===== src/rtl/rom_fetch_initiator.sv =====
// rom_fetch_initiator: four-byte little-endian fetch over a two-phase trigger/ready ROM; ROM_FETCH_TIMEOUT_EN adds a per-byte wait timeout
module rom_fetch_initiator #(
  parameter int SYNC_STAGES    = 2,
  parameter int SETTLE_CYCLES  = 2,
  parameter int TIMEOUT_CYCLES = 64
) (
  input  logic        clk,
  input  logic        reset,
  input  logic        fetchReq,
  input  logic [31:0] fetchAddr,
  output logic        fetchReady,
  output logic [31:0] instrOut,
  output logic        instrValid,
  output logic [31:0] romAddr,
  output logic        romTrigger,
  input  logic [7:0]  romData,
  input  logic        romReady,
  output logic        fetchErr
);
  localparam int MIN_WAIT = SYNC_STAGES + SETTLE_CYCLES;
  localparam int CW       = $clog2(MIN_WAIT + TIMEOUT_CYCLES + 2);

  typedef enum logic [2:0] {IDLE, SETUP, TOGGLE, WAIT, CAPTURE, DONE} state_t;

  state_t                 state, state_n;
  logic [31:0]            base;
  logic [23:0]            word;
  logic [1:0]             idx;
  logic [CW-1:0]          cnt;
  logic [SYNC_STAGES-1:0] sync;
  logic                   rdy_s, go, tmo;

  assign rdy_s      = sync[SYNC_STAGES-1];
  assign go         = (cnt >= CW'(MIN_WAIT)) && rdy_s;
  assign fetchReady = (state == IDLE);

`ifdef ROM_FETCH_TIMEOUT_EN
  assign tmo = !go && (cnt >= CW'(TIMEOUT_CYCLES));
`else
  assign tmo = 1'b0;
`endif

  // bring the asynchronous ready level into the clock domain
  always_ff @(posedge clk) begin
    if (reset) sync <= '0;
    else       sync <= {sync[SYNC_STAGES-2:0], romReady};
  end

  // state register
  always_ff @(posedge clk) begin
    if (reset) state <= IDLE;
    else       state <= state_n;
  end

  // sequencing: one SETUP/TOGGLE/WAIT/CAPTURE pass per byte, then DONE
  always_comb begin
    state_n = state;
    case (state)
      IDLE:    state_n = fetchReq ? SETUP : IDLE;
      SETUP:   state_n = TOGGLE;
      TOGGLE:  state_n = WAIT;
      WAIT:    state_n = go ? CAPTURE : (tmo ? IDLE : WAIT);
      CAPTURE: state_n = (idx == 2'd3) ? DONE : SETUP;
      DONE:    state_n = IDLE;
      default: state_n = IDLE;
    endcase
  end

  // datapath: address, trigger, settle counter and word assembly
  always_ff @(posedge clk) begin
    if (reset) begin
      base       <= '0;
      word       <= '0;
      idx        <= '0;
      cnt        <= '0;
      romAddr    <= '0;
      romTrigger <= 1'b0;
      instrOut   <= '0;
      instrValid <= 1'b0;
      fetchErr   <= 1'b0;
    end else begin
      instrValid <= 1'b0;
      fetchErr   <= 1'b0;
      if (state == IDLE && fetchReq) begin
        base <= fetchAddr;
        idx  <= '0;
      end
      if (state == SETUP) begin
        romAddr <= base + {30'd0, idx};
        cnt     <= '0;
      end
      if (state == TOGGLE) romTrigger <= ~romTrigger;
      if ((state == TOGGLE || state == WAIT) && !(&cnt)) cnt <= cnt + 1'b1;
      if (state == WAIT) fetchErr <= tmo;
      if (state == CAPTURE) begin
        word <= {romData, word[23:8]};
        idx  <= idx + 2'd1;
      end
      if (state == CAPTURE && idx == 2'd3) begin
        instrOut   <= {romData, word};
        instrValid <= 1'b1;
      end
    end
  end
endmodule


===== config.mk =====
export PLATFORM = sky130hd
export DESIGN_NAME = rom_fetch_initiator
export DESIGN_NICKNAME = d
export VERILOG_FILES = /design/src/rtl/rom_fetch_initiator.sv
export SDC_FILE = /design/constraint.sdc
export NUM_CORES = 1
export LEC_CHECK = 0
export BUFFER_PORTS_ARGS = -buffer_cell sky130_fd_sc_hd__buf_2
export CAP_MARGIN = 20
export CORE_MARGIN = 3
export CORE_UTILIZATION = 40
export CTS_CLUSTER_DIAMETER = 150
export DETAILED_ROUTE_END_ITERATION = 16
export PLACE_DENSITY = 0.64
export SKIP_CTS_REPAIR_TIMING = 1
export SYNTH_ARGS = -nofsm -noshare
export SYNTH_HDL_FRONTEND = slang
export SYNTH_SLANG_ARGS = --single-unit

===== constraint.sdc =====
create_clock -name clk -period 2.3 [get_ports clk]
set_clock_uncertainty 0.1 [all_clocks]
set_input_delay 0.345 -clock clk [delete_from_list [all_inputs] [get_ports clk]]
set_output_delay 0.345 -clock clk [all_outputs]
set_load 0.02 [all_outputs]

==> metrics.yaml <==
status: "finished, final reports clean"
hold_path.class: "in2reg"
firstDrtPassIters: 5
synth_area_sq_mm: 0.005557
hold_end: "sync[0]$_SDFF_PP0_"
grt_overflow: 0
vias: 5070
io_buffers: 110
cts.clk_slew.worst_paths_ns: 0.06
drt-vias-per-instance: 5.163
cap_violations: 0
place_inst: 945
final_core_utilization_pct: 53.02
worstSetupPathType: "reg2reg"
postSynth.asyncResetShare_pct: 0
antenna_found_initial: 0
dpl_worst_slack_ns: -0.03644
fmax_mhz: 453.3
fin_crit_ns: 2.206
drt_iter0_markers: 459
grt_max_degree: 64
antenna_left: 0
cp_max_fo: 9
min_period_over_period_pct: 95.92
rsz0062_at_grt: "false"
ys_ff_latch: 136
ff2ff_setup_slack_ns: 0.09
post_drt_wl_per_cell_um: 14.34
nNetsFinal: 843
syn-num-nets: 733
htree_levels: 4
synth_cells: 683
num_rows: 42
cts_buffers: 17
layout_setup_ws_ns: 0.09378
final_layout_size_suffix_gt1_share_pct: 24.81
root_buffer: "clkbuf_16"
holdCritStartpoint: "romReady"
diodes: 0
routed_wl_um: 14090
ys_types: 46
fp.dieArea_sq_mm: 0.01534
dp_hpwl_um: 9460
cts_buffer_depth: 2
power_density_mw_per_mm2: 867.3
p_leak_nw: 2.694
fin_cells: 982
core_sq_mm: 0.01340
min_path_cells: 2
synthFlopType: "dfxtp_1"
seq_area_frac_synth_pct: 49.00
hold_viol: 0
setup.worst_path.end_class: "flop"
r2r-end: "romAddr[24]$_SDFFE_PP0P_"
worstMarginPinSlew_ns: 0.5698
ir_drop_uv: 484.9
grt_pass1_vias: 4685
r2r_start: "idx[0]$_SDFFE_PP0P_"
initial_utilization_pct: 41.47
final_cell_area_sq_mm: 0.007104
placed_area_sq_mm: 0.006322
die_h_um: 123.9
io_pins: 112
grtUsageTotal_pct: 18.30
final-setup-viol-count: 0
cts.sinks: 136
yosys_warnings: 0
syn_to_final_growth_pct: 27.85
synth.avg_cell_area_sq_um: 8.136
maxSlewHeadroom_pct: 62.01
fp.dieW_um: 123.9
finalSetupTns_ns: 0
grt_pass1_wl_um: 22300
tritoncts: "done"
crit_required_ns: 2.53
synth_edf_count: 0
reg2regPathDepth: 7
slew_violations: 0
drc: 0
clock_latency_ns: 0.42
gp_congestion: 0.8250
worstPathArrival_ns: 2.44
startpoint_type: "flop"
worst max path at each step:
stage | endpoint | depth (start not counted) | startpoint
floorplan | romAddr[16]$_SDFFE_PP0P_ | 7 | idx[0]$_SDFFE_PP0P_
global placement | romAddr[31]$_SDFFE_PP0P_ | 6 | base[1]$_SDFFE_PP0P_
detailed placement | romAddr[24]$_SDFFE_PP0P_ | 7 | idx[0]$_SDFFE_PP0P_
CTS | romAddr[24]$_SDFFE_PP0P_ | 7 | base[0]$_SDFFE_PP0P_
global route | romAddr[24]$_SDFFE_PP0P_ | 7 | idx[0]$_SDFFE_PP0P_
finish | romAddr[24]$_SDFFE_PP0P_ | 7 | idx[0]$_SDFFE_PP0P_
report_power, final:
part	internal, mW	switching [mW]	total (mW)
Combinational	0.207	0.341	0.548
Sequential	2.46	0.0938	2.56
Clock	2.05	1.00	3.06
synth_stat cells, drive strengths merged, types with 2 or more instances:
cell | n | share of area [%]
or3b | 2 | 0.32
dfxtp | 136 | 49
a211oi | 12 | 1.6
o31ai | 15 | 2.0
a311oi | 18 | 2.8
a21oi | 99 | 8.9
nor2 | 39 | 2.6
or3 | 7 | 0.79
xor2 | 7 | 1.1
clkbuf | 48 | 4.2
and2 | 2 | 0.23
nor2b | 4 | 0.45
nand2b | 2 | 0.23
nand2 | 197 | 13
nand3 | 16 | 1.4
buf | 4 | 0.74
nand4 | 8 | 1.0
a31oi | 4 | 0.45
or4 | 18 | 2.5
nor3b | 2 | 0.36
and4 | 5 | 0.81
o21bai | 2 | 0.27
ha | 5 | 1.1
inv | 5 | 0.34
xnor2 | 4 | 0.63
nor3 | 4 | 0.36
o21ai | 8 | 0.72
per-layer routing:
metal	wire (um)	vias to the layer above	share of wire (%)	GRT usage [%]
li1	-	2575	-	-
met1	6618	2353	47	24.41
met2	6570	128	47	28.42
met3	737	14	5.2	4.995
met4	160	0	1.1	6.644
met5	0	-	0	0
cells by family (layout without fill, tap and decap cells):
group	after synthesis	count (layout)	share of synthesized area [%]
compound gates	161	161	17.34
xor+xnor	11	11	1.734
fa+ha+maj	6	6	1.486
buf+inv	57	180	5.247
flops	136	136	49.00
mux	1	1	0.1801
other cells	1	1	0.06749
simple gates	310	310	24.95
stage by stage:
stage               hold slack [ns]  total power [mW]
CTS                         0.02921             6.208
global route                0.05083             6.396
finish                      0.04065             6.162
detailed placement           0.3357             3.148
floorplan                    0.3138             2.941
global placement             0.3371             3.132
placed cells by master, fill, tap and decap left out, types with 12 or more instances in the layout:
cell / netlist / routed
buf_2: 0 / 110
nand2_1: 197 / 197
nand3_1: 16 / 15
a21oi_1: 99 / 98
or4_1: 16 / 14
buf_4: 1 / 28
a211oi_1: 12 / 12
nor2_1: 39 / 39
o31ai_1: 15 / 15
a311oi_1: 18 / 15
dfxtp_1: 136 / 131
clkbuf_16: 0 / 17
sequential cells by signal, indices dropped and copies added (netlist names):
register    count
word           24
romAddr        32
idx             2
state           3
romTrigger      1
instrOut       32
base           32
sync            2
instrValid      1
cnt             7
layout make-up:
type | instances | area (sq um)
well taps | 176 | 220.2
clock buffers | 19 | 442.9
multi-input cells | 490 | 2625
inverters | 5 | 18.77
repair buffers | 143 | 843.3
clock inverters | 13 | 225.2
fillers | 1266 | 6296
flip-flops and latches | 136 | 2729
worst max-delay path, cell delays in order, from the launching register on:
cell and delay, ns:
dfxtp_2 0.35, ha_4 0.16, fa_2 0.22, and4_4 0.25, nand3_2 0.12, buf_6 0.16, or4_1 0.49, a311oi_2 0.28
(Power assumes the default switching activity.)
